**config.mk**
```make
export PLATFORM = sky130hd
export DESIGN_NAME = id_stage_flat
export DESIGN_NICKNAME = d
export VERILOG_FILES = /design/src/rtl/core_pkg.sv /design/src/rtl/id_stage_if.sv /design/src/rtl/id_stage_regfile.sv /design/src/rtl/id_stage.sv /design/src/flat_wrapper.sv
export SDC_FILE = /design/constraint.sdc
export NUM_CORES = 2
export LEC_CHECK = 0
export CELL_PAD_IN_SITES_DETAIL_PLACEMENT = 1
export CELL_PAD_IN_SITES_GLOBAL_PLACEMENT = 2
export CORE_ASPECT_RATIO = 1.2
export CORE_MARGIN = 5
export CORE_UTILIZATION = 40
export DETAILED_ROUTE_END_ITERATION = 8
export GPL_TIMING_DRIVEN = 0
export HOLD_SLACK_MARGIN = 0.15
export PLACE_DENSITY = 0.74
export SLEW_MARGIN = 40
export SYNTH_ARGS = -nofsm -noshare
export SYNTH_HDL_FRONTEND = slang
export SYNTH_SLANG_ARGS = --single-unit
```
**constraint.sdc**
```tcl
create_clock -name clk -period 1.7 [get_ports clk]
set_input_delay 0.255 -clock clk [delete_from_list [all_inputs] [get_ports clk]]
set_output_delay 0.255 -clock clk [all_outputs]
set_load 0.01 [all_outputs]
```
**src/rtl/core_pkg.sv**
```systemverilog
// Shared RV32I decode definitions: opcodes, ALU operation codes and the ID/EX register layout.
// The regfile's write-through bypass is selected by ID_REGFILE_BYPASS_EN.
package core_pkg;

   localparam int XLEN      = 32;
   localparam int REG_COUNT = 32;

   localparam logic [6:0] OPC_LUI    = 7'b0110111;
   localparam logic [6:0] OPC_AUIPC  = 7'b0010111;
   localparam logic [6:0] OPC_JAL    = 7'b1101111;
   localparam logic [6:0] OPC_JALR   = 7'b1100111;
   localparam logic [6:0] OPC_BRANCH = 7'b1100011;
   localparam logic [6:0] OPC_LOAD   = 7'b0000011;
   localparam logic [6:0] OPC_STORE  = 7'b0100011;
   localparam logic [6:0] OPC_OP_IMM = 7'b0010011;
   localparam logic [6:0] OPC_OP     = 7'b0110011;

   typedef enum logic [3:0] {
      ALU_ADD    = 4'd0,
      ALU_SUB    = 4'd1,
      ALU_SLL    = 4'd2,
      ALU_SLT    = 4'd3,
      ALU_SLTU   = 4'd4,
      ALU_XOR    = 4'd5,
      ALU_SRL    = 4'd6,
      ALU_SRA    = 4'd7,
      ALU_OR     = 4'd8,
      ALU_AND    = 4'd9,
      ALU_PASS_B = 4'd10
   } alu_op_e;

   typedef struct packed {
      logic [XLEN-1:0] pc;
      logic [XLEN-1:0] rs1_data;
      logic [XLEN-1:0] rs2_data;
      logic [XLEN-1:0] imm;
      logic [4:0]      rs1;
      logic [4:0]      rs2;
      logic [4:0]      rd;
      logic [2:0]      funct3;
      alu_op_e         alu_op;
      logic            alu_src;
      logic            mem_read;
      logic            mem_write;
      logic            reg_write;
      logic            mem_to_reg;
      logic            branch;
      logic            jump;
      logic            illegal;
      logic            enable;
   } id_ex_t;

   // alt is funct7[5]: selects SUB over ADD and SRA over SRL
   function automatic alu_op_e alu_from_funct3(input logic [2:0] funct3, input logic alt);
      alu_op_e op;
      case (funct3)
         3'b000:  op = alt ? ALU_SUB : ALU_ADD;
         3'b001:  op = ALU_SLL;
         3'b010:  op = ALU_SLT;
         3'b011:  op = ALU_SLTU;
         3'b100:  op = ALU_XOR;
         3'b101:  op = alt ? ALU_SRA : ALU_SRL;
         3'b110:  op = ALU_OR;
         default: op = ALU_AND;
      endcase
      return op;
   endfunction

endpackage

```
**src/rtl/id_stage_if.sv**
```systemverilog
// Fetch-to-decode triple plus the writeback register-write port feeding id_stage.
interface id_stage_if;
   import core_pkg::*;

   logic [XLEN-1:0] IF_ID_PC;
   logic [XLEN-1:0] IF_ID_Instruction;
   logic            IF_ID_enable_out;
   logic            wb_reg_write;
   logic [4:0]      wb_rd;
   logic [XLEN-1:0] wb_data;

   modport master (
      output IF_ID_PC, IF_ID_Instruction, IF_ID_enable_out,
      output wb_reg_write, wb_rd, wb_data
   );

   modport slave (
      input IF_ID_PC, IF_ID_Instruction, IF_ID_enable_out,
      input wb_reg_write, wb_rd, wb_data
   );
endinterface

```
**src/rtl/id_stage_regfile.sv**
```systemverilog
// 32x32 register file, two async read ports, one sync write port, x0 reads as zero.
// Define ID_REGFILE_BYPASS_EN for same-cycle write-through to the read ports.
module id_stage_regfile
   import core_pkg::*;
(
   input  logic            clk,
   input  logic            reset_n,
   input  logic            we,
   input  logic [4:0]      waddr,
   input  logic [XLEN-1:0] wdata,
   input  logic [4:0]      raddr_a,
   input  logic [4:0]      raddr_b,
   output logic [XLEN-1:0] rdata_a,
   output logic [XLEN-1:0] rdata_b
);

   logic [XLEN-1:0] regs [REG_COUNT];
   logic            write_ok;

   assign write_ok = we && (waddr != 5'd0);

   always_ff @(posedge clk or negedge reset_n) begin
      if (!reset_n) begin
         for (int i = 0; i < REG_COUNT; i++) regs[i] <= '0;
      end else if (write_ok) begin
         regs[waddr] <= wdata;
      end
   end

   always_comb begin
      rdata_a = (raddr_a == 5'd0) ? '0 : regs[raddr_a];
      rdata_b = (raddr_b == 5'd0) ? '0 : regs[raddr_b];
`ifdef ID_REGFILE_BYPASS_EN
      if (write_ok && raddr_a == waddr) rdata_a = wdata;
      if (write_ok && raddr_b == waddr) rdata_b = wdata;
`endif
   end

endmodule

```
**src/rtl/id_stage.sv**
```systemverilog
// RV32I decode stage: decode, register read, immediate generation, ID/EX register, load-use detect.
// Regfile write-through is enabled by defining ID_REGFILE_BYPASS_EN.
module id_stage
   import core_pkg::*;
(
   input  logic            clk,
   input  logic            reset_n,
   input  logic            combined_stall,
   input  logic            flush,
   id_stage_if.slave       fetch,
   output logic            load_use_stall,
   output logic [XLEN-1:0] ID_EX_PC,
   output logic [XLEN-1:0] ID_EX_rs1_data,
   output logic [XLEN-1:0] ID_EX_rs2_data,
   output logic [XLEN-1:0] ID_EX_imm,
   output logic [4:0]      ID_EX_rs1,
   output logic [4:0]      ID_EX_rs2,
   output logic [4:0]      ID_EX_rd,
   output logic [2:0]      ID_EX_funct3,
   output logic [3:0]      ID_EX_alu_op,
   output logic            ID_EX_alu_src,
   output logic            ID_EX_mem_read,
   output logic            ID_EX_mem_write,
   output logic            ID_EX_reg_write,
   output logic            ID_EX_mem_to_reg,
   output logic            ID_EX_branch,
   output logic            ID_EX_jump,
   output logic            ID_EX_illegal,
   output logic            ID_EX_enable_out
);

   logic [XLEN-1:0] inst;
   logic [XLEN-1:0] rf_rdata_a;
   logic [XLEN-1:0] rf_rdata_b;
   logic [XLEN-1:0] imm_i, imm_s, imm_b, imm_u, imm_j;
   logic            rs1_used;
   logic            rs2_used;
   id_ex_t          dec;
   id_ex_t          idex_q;

   assign inst = fetch.IF_ID_Instruction;

   id_stage_regfile u_regfile (
      .clk     (clk),
      .reset_n (reset_n),
      .we      (fetch.wb_reg_write),
      .waddr   (fetch.wb_rd),
      .wdata   (fetch.wb_data),
      .raddr_a (inst[19:15]),
      .raddr_b (inst[24:20]),
      .rdata_a (rf_rdata_a),
      .rdata_b (rf_rdata_b)
   );

   assign imm_i = {{20{inst[31]}}, inst[31:20]};
   assign imm_s = {{20{inst[31]}}, inst[31:25], inst[11:7]};
   assign imm_b = {{19{inst[31]}}, inst[31], inst[7], inst[30:25], inst[11:8], 1'b0};
   assign imm_u = {inst[31:12], 12'b0};
   assign imm_j = {{11{inst[31]}}, inst[31], inst[19:12], inst[20], inst[30:21], 1'b0};

   // Unknown opcodes fall through with every side-effecting control left at zero
   always_comb begin
      dec          = '0;
      dec.pc       = fetch.IF_ID_PC;
      dec.rs1_data = rf_rdata_a;
      dec.rs2_data = rf_rdata_b;
      dec.rs1      = inst[19:15];
      dec.rs2      = inst[24:20];
      dec.rd       = inst[11:7];
      dec.funct3   = inst[14:12];
      dec.alu_op   = ALU_ADD;
      dec.enable   = 1'b1;
      rs1_used     = 1'b1;
      rs2_used     = 1'b0;
      case (inst[6:0])
         OPC_LUI: begin
            dec.imm       = imm_u;
            dec.alu_op    = ALU_PASS_B;
            dec.alu_src   = 1'b1;
            dec.reg_write = 1'b1;
            rs1_used      = 1'b0;
         end
         OPC_AUIPC: begin
            dec.imm       = imm_u;
            dec.alu_src   = 1'b1;
            dec.reg_write = 1'b1;
            rs1_used      = 1'b0;
         end
         OPC_JAL: begin
            dec.imm       = imm_j;
            dec.alu_src   = 1'b1;
            dec.reg_write = 1'b1;
            dec.jump      = 1'b1;
            rs1_used      = 1'b0;
         end
         OPC_JALR: begin
            dec.imm       = imm_i;
            dec.alu_src   = 1'b1;
            dec.reg_write = 1'b1;
            dec.jump      = 1'b1;
         end
         OPC_BRANCH: begin
            dec.imm    = imm_b;
            dec.alu_op = ALU_SUB;
            dec.branch = 1'b1;
            rs2_used   = 1'b1;
         end
         OPC_LOAD: begin
            dec.imm        = imm_i;
            dec.alu_src    = 1'b1;
            dec.mem_read   = 1'b1;
            dec.reg_write  = 1'b1;
            dec.mem_to_reg = 1'b1;
         end
         OPC_STORE: begin
            dec.imm       = imm_s;
            dec.alu_src   = 1'b1;
            dec.mem_write = 1'b1;
            rs2_used      = 1'b1;
         end
         OPC_OP_IMM: begin
            dec.imm       = imm_i;
            dec.alu_op    = alu_from_funct3(inst[14:12], (inst[14:12] == 3'b101) && inst[30]);
            dec.alu_src   = 1'b1;
            dec.reg_write = 1'b1;
         end
         OPC_OP: begin
            dec.alu_op    = alu_from_funct3(inst[14:12], inst[30]);
            dec.reg_write = 1'b1;
            rs2_used      = 1'b1;
         end
         default: begin
            dec.illegal = 1'b1;
         end
      endcase
   end

   // Flush outranks stall; an idle fetch only drops valid and leaves the payload held
   always_ff @(posedge clk or negedge reset_n) begin
      if (!reset_n) begin
         idex_q <= '0;
      end else if (flush || combined_stall) begin
         idex_q <= '0;
      end else if (fetch.IF_ID_enable_out) begin
         idex_q <= dec;
      end else begin
         idex_q.enable <= 1'b0;
      end
   end

   assign load_use_stall = idex_q.enable && idex_q.mem_read && (idex_q.rd != 5'd0) &&
                           fetch.IF_ID_enable_out &&
                           (((idex_q.rd == inst[19:15]) && rs1_used) ||
                            ((idex_q.rd == inst[24:20]) && rs2_used));

   assign ID_EX_PC         = idex_q.pc;
   assign ID_EX_rs1_data   = idex_q.rs1_data;
   assign ID_EX_rs2_data   = idex_q.rs2_data;
   assign ID_EX_imm        = idex_q.imm;
   assign ID_EX_rs1        = idex_q.rs1;
   assign ID_EX_rs2        = idex_q.rs2;
   assign ID_EX_rd         = idex_q.rd;
   assign ID_EX_funct3     = idex_q.funct3;
   assign ID_EX_alu_op     = idex_q.alu_op;
   assign ID_EX_alu_src    = idex_q.alu_src;
   assign ID_EX_mem_read   = idex_q.mem_read;
   assign ID_EX_mem_write  = idex_q.mem_write;
   assign ID_EX_reg_write  = idex_q.reg_write;
   assign ID_EX_mem_to_reg = idex_q.mem_to_reg;
   assign ID_EX_branch     = idex_q.branch;
   assign ID_EX_jump       = idex_q.jump;
   assign ID_EX_illegal    = idex_q.illegal;
   assign ID_EX_enable_out = idex_q.enable;

endmodule
```
**src/flat_wrapper.sv**
```systemverilog
// flat-port wrapper written by rule: the top's interface ports become plain ports
module id_stage_flat import core_pkg::*;
  (clk, reset_n, combined_stall, flush, load_use_stall, ID_EX_PC, ID_EX_rs1_data, ID_EX_rs2_data, ID_EX_imm, ID_EX_rs1, ID_EX_rs2, ID_EX_rd, ID_EX_funct3, ID_EX_alu_op, ID_EX_alu_src, ID_EX_mem_read, ID_EX_mem_write, ID_EX_reg_write, ID_EX_mem_to_reg, ID_EX_branch, ID_EX_jump, ID_EX_illegal, ID_EX_enable_out, fetch_IF_ID_PC, fetch_IF_ID_Instruction, fetch_IF_ID_enable_out, fetch_wb_reg_write, fetch_wb_rd, fetch_wb_data);
  id_stage_if fetch_i ();
  input  logic clk;
  input  logic reset_n;
  input  logic combined_stall;
  input  logic flush;
  output logic load_use_stall;
  output logic [XLEN-1:0] ID_EX_PC;
  output logic [XLEN-1:0] ID_EX_rs1_data;
  output logic [XLEN-1:0] ID_EX_rs2_data;
  output logic [XLEN-1:0] ID_EX_imm;
  output logic [4:0] ID_EX_rs1;
  output logic [4:0] ID_EX_rs2;
  output logic [4:0] ID_EX_rd;
  output logic [2:0] ID_EX_funct3;
  output logic [3:0] ID_EX_alu_op;
  output logic ID_EX_alu_src;
  output logic ID_EX_mem_read;
  output logic ID_EX_mem_write;
  output logic ID_EX_reg_write;
  output logic ID_EX_mem_to_reg;
  output logic ID_EX_branch;
  output logic ID_EX_jump;
  output logic ID_EX_illegal;
  output logic ID_EX_enable_out;
  input wire logic [$bits(fetch_i.IF_ID_PC)-1:0] fetch_IF_ID_PC;
  input wire logic [$bits(fetch_i.IF_ID_Instruction)-1:0] fetch_IF_ID_Instruction;
  input wire logic [$bits(fetch_i.IF_ID_enable_out)-1:0] fetch_IF_ID_enable_out;
  input wire logic [$bits(fetch_i.wb_reg_write)-1:0] fetch_wb_reg_write;
  input wire logic [$bits(fetch_i.wb_rd)-1:0] fetch_wb_rd;
  input wire logic [$bits(fetch_i.wb_data)-1:0] fetch_wb_data;
  assign fetch_i.IF_ID_PC = fetch_IF_ID_PC;
  assign fetch_i.IF_ID_Instruction = fetch_IF_ID_Instruction;
  assign fetch_i.IF_ID_enable_out = fetch_IF_ID_enable_out;
  assign fetch_i.wb_reg_write = fetch_wb_reg_write;
  assign fetch_i.wb_rd = fetch_wb_rd;
  assign fetch_i.wb_data = fetch_wb_data;
  id_stage u_core (.clk(clk), .reset_n(reset_n), .combined_stall(combined_stall), .flush(flush), .fetch(fetch_i), .load_use_stall(load_use_stall), .ID_EX_PC(ID_EX_PC), .ID_EX_rs1_data(ID_EX_rs1_data), .ID_EX_rs2_data(ID_EX_rs2_data), .ID_EX_imm(ID_EX_imm), .ID_EX_rs1(ID_EX_rs1), .ID_EX_rs2(ID_EX_rs2), .ID_EX_rd(ID_EX_rd), .ID_EX_funct3(ID_EX_funct3), .ID_EX_alu_op(ID_EX_alu_op), .ID_EX_alu_src(ID_EX_alu_src), .ID_EX_mem_read(ID_EX_mem_read), .ID_EX_mem_write(ID_EX_mem_write), .ID_EX_reg_write(ID_EX_reg_write), .ID_EX_mem_to_reg(ID_EX_mem_to_reg), .ID_EX_branch(ID_EX_branch), .ID_EX_jump(ID_EX_jump), .ID_EX_illegal(ID_EX_illegal), .ID_EX_enable_out(ID_EX_enable_out));
endmodule
```
==> summary.txt <==
Kind of critical path - reg -> out
Io pins - 267
First-pass GRT wire length - 365200 um
HP Class - in -> async
Vias in the first global route - 47570
Number of synthesized flops with an enable pin - 0
Top reg by flops - u_core.u_regfile.regs
Minimum clock period - 2.433 ns
Vias - 45180
Syn nets - 4708
Die area - 161600 um^2
Drt initial violations - 4163
CTS tree - built
Vias/cell - 6.265
DRC violation count after routing - 0
Routability cong. - 0.9343
Cell area power density - 1133 nW/um^2
Failing checks - negative hold slack, negative setup slack
Area of the core - 152600 um^2
Largest net degree at the start of global routing - 104
Period utilization - 143.1%
Clock slew at reported path FFs - 0.06 ns
Routed WL per cell - 36.15 um
Root buffer cell - clkbuf_16
Global route overflow - 0
Clk sinks - 1182
Pins Over Slew Limit - 0
Top post-synthesis cells by area - dfrtp_1 (48%), mux2_2 (18%), mux2i_1 (12%)
Max FFs per register - 1024
Arr. time, crit path - 2.18 ns
Synthesized netlist cell count - 4601
Yosys reg bits - 1182
CTS max path bufs - 3
Die Wd - 367.8 um
DIE HEIGHT - 439.4 um
Initial antenna violation count - 8
Rows - 157
VDD IR max - 1.021 mV
Layout cells sized above 1 - 39.62%
Yosys warns - 0
Register area share after synthesis - 48.13%
Number of library cell types mapped by synthesis - 54
Final wirelength - 260700 um
Reg2reg path depth - 4
Num CTS Buffers - 134
Syn-to-layout area delta - 18.98%
Post-route setup slack - -0.7328 ns
Fin Hold WS - -0.6298 ns
Mapped cell area - 61460 um^2
H-tree levels - 4
RSZ-0062 raised after global routing - yes
Crit path capture type - primary output
Total power - 82.87 mW
Startpoint types - register
Fmax - 0.4111 GHz
Total Nets Final - 5228
Placed Cells - 6868
Max-cap violations - 0
Least-Margin Pin Slew - 0.9221 ns
Final setup viols - 78
Post-detail-place hpwl - 188900 um
Clock Skew - 0.03455 ns
Fin. Hold Viols - 342
Req. time, crit path - 1.44 ns
Average cell area after synthesis - 13.36 um^2
Skew-Pair Late Insertion Delay - 0.80 ns
P_leak - 33.27 nW
Maximum fanout along the worst path - 5
Ys flop type - dfrtp_1
GRT Util Overall - 31.66%
# port buffers - 256
Asr flop ratio synth - 100.0%
Starting Density - 40.27%
Worst slew margin relative to its limit - 38.25%
Leading area contributor after synthesis - dfrtp_1
Yosys top cell area share - 48.13%
Final non-filler cell total - 7212
ANT nets after route - 0
Status - complete, but fails checks
DRT Pass-1 Iters - 5
repair_timing:
item                                    CTS  global route
gates resized for setup                 785           120
endpoints found under the hold margin   433           343
hold buffers                             54             1
setup endpoints to repair              1315           404
pin swaps                                13            13
cloned                                    5             0
setup buffers                            39             8
routing by layer:
metal / track usage (%) / vias to the layer above / part of all wire [%]
li1: - / 18370 / -
met1: 40.97 / 24250 / 41
met2: 50.79 / 1972 / 46
met3: 6.520 / 596 / 7.4
met4: 15.79 / 0 / 5.6
met5: 0 / - / 0
where the power goes:
part / switching [mW] / total (mW) / internal, mW / leakage, nW
registers: 3.75 / 36.6 / 32.9 / 15.3
clock network: 12.5 / 29.6 / 17.1 / 2.16
logic: 8.22 / 16.6 / 8.42 / 15.8
total: 24.5 / 82.9 / 58.4 / 33.3
final timing paths:
kind                                             start                          end  slack (ns)
hold / removal                                 reset_n   u_core.u_regfile.regs[233]       -0.63
setup / recovery                    u_core.ID_EX_rd[3]               load_use_stall       -0.73
min in group clk           fetch_IF_ID_Instruction[28]          u_core.ID_EX_imm[8]        0.21
setup reg to reg            u_core.u_regfile.regs[398]    u_core.ID_EX_rs2_data[14]       -0.19
max in group asynchronous                      reset_n   u_core.u_regfile.regs[533]        0.25
hold reg to reg            u_core.u_regfile.regs[1017]  u_core.u_regfile.regs[1017]        0.47
cell usage in the layout, fill, tap and decap left out, types with 21 or more instances in the layout:
master              n
a211oi_1           21
a21oi_1            57
a22o_1            121
a22oi_1           266
buf_2             194
buf_4             129
buf_6              74
clkbuf_1          176
clkbuf_16         139
clkbuf_2           73
clkbuf_4           23
clkbuf_8           33
clkdlybuf4s15_2    36
clkdlybuf4s50_1    86
dfrtp_1          1162
dlygate4sd3_1      53
mux2_2            991
mux2i_1           710
mux4_2            196
nand2_1           190
nand3_1            63
nand4_1            65
o211ai_1           50
o21ai_0            25
logic make-up after synthesis:
| group | synth area share, % |
|---|---|
| and+or+nand+nor | 3.127 |
| xor gates and xnor gates | 0.1425 |
| DFF | 48.13 |
| AOI/OAI and AO/OA | 7.219 |
| buffers and inverters | 4.108 |
| muxes | 37.28 |
stage by stage:
step | area (um^2) | setup TNS (ns) | utilization, % | hold slack (ns) | setup slack [ns]
2_1_floorplan | 61490 | -0.02318 | - | -0.04059 | -0.02318
6_report | 73130 | -2.978 | 47.91 | -0.6298 | -0.7328
3_5_place_dp | 67180 | -1611.47 | 44.01 | 0.1838 | -1.983
3_3_place_gp | 66540 | - | 43.59 | 0.4530 | -55.59
5_1_grt | 73120 | -2.310 | 47.91 | -0.6221 | -0.8386
4_1_cts | 72720 | -2.341 | 47.64 | -0.6632 | -0.7787
critical path: stages, from the launching register on:
cell,delay (ns)
dfrtp_2,0.46
buf_6,0.14
xor2_2,0.14
nor4_2,0.31
a31oi_1,0.11
nor2_1,0.10
buf_2,0.13
synthesized netlist by cell type (all sizes together) (5+ instances only):
master and instances:
dfrtp 1182, mux2i 732, nor2 37, nand2 190
a21oi 57, xor2 5, o21ai 34, o211ai 50
mux4 196, and2 5, nand3 65, clkbuf 224
a22o 121, nor2b 9, a221oi 23, o31ai 5
xnor2 5, nand4 65, a22oi 266, nor3 5
buf 268, mux2 992, a211oi 27
final cells by class:
type / instances / area, um^2
Inverter: 4 / 18.77
Sequential cell: 1182 / 29600
Timing Repair Buffer: 387 / 3781
Clock buffer: 201 / 4011
Multi-Input combinational cell: 2923 / 29840
Antenna cell: 5 / 12.51
Buffer: 489 / 3017
Tap cell: 1987 / 2486
Clock inverter: 34 / 354.1
Fill cell: 15330 / 79500
Note: power is estimated with default switching activity, not from simulation.
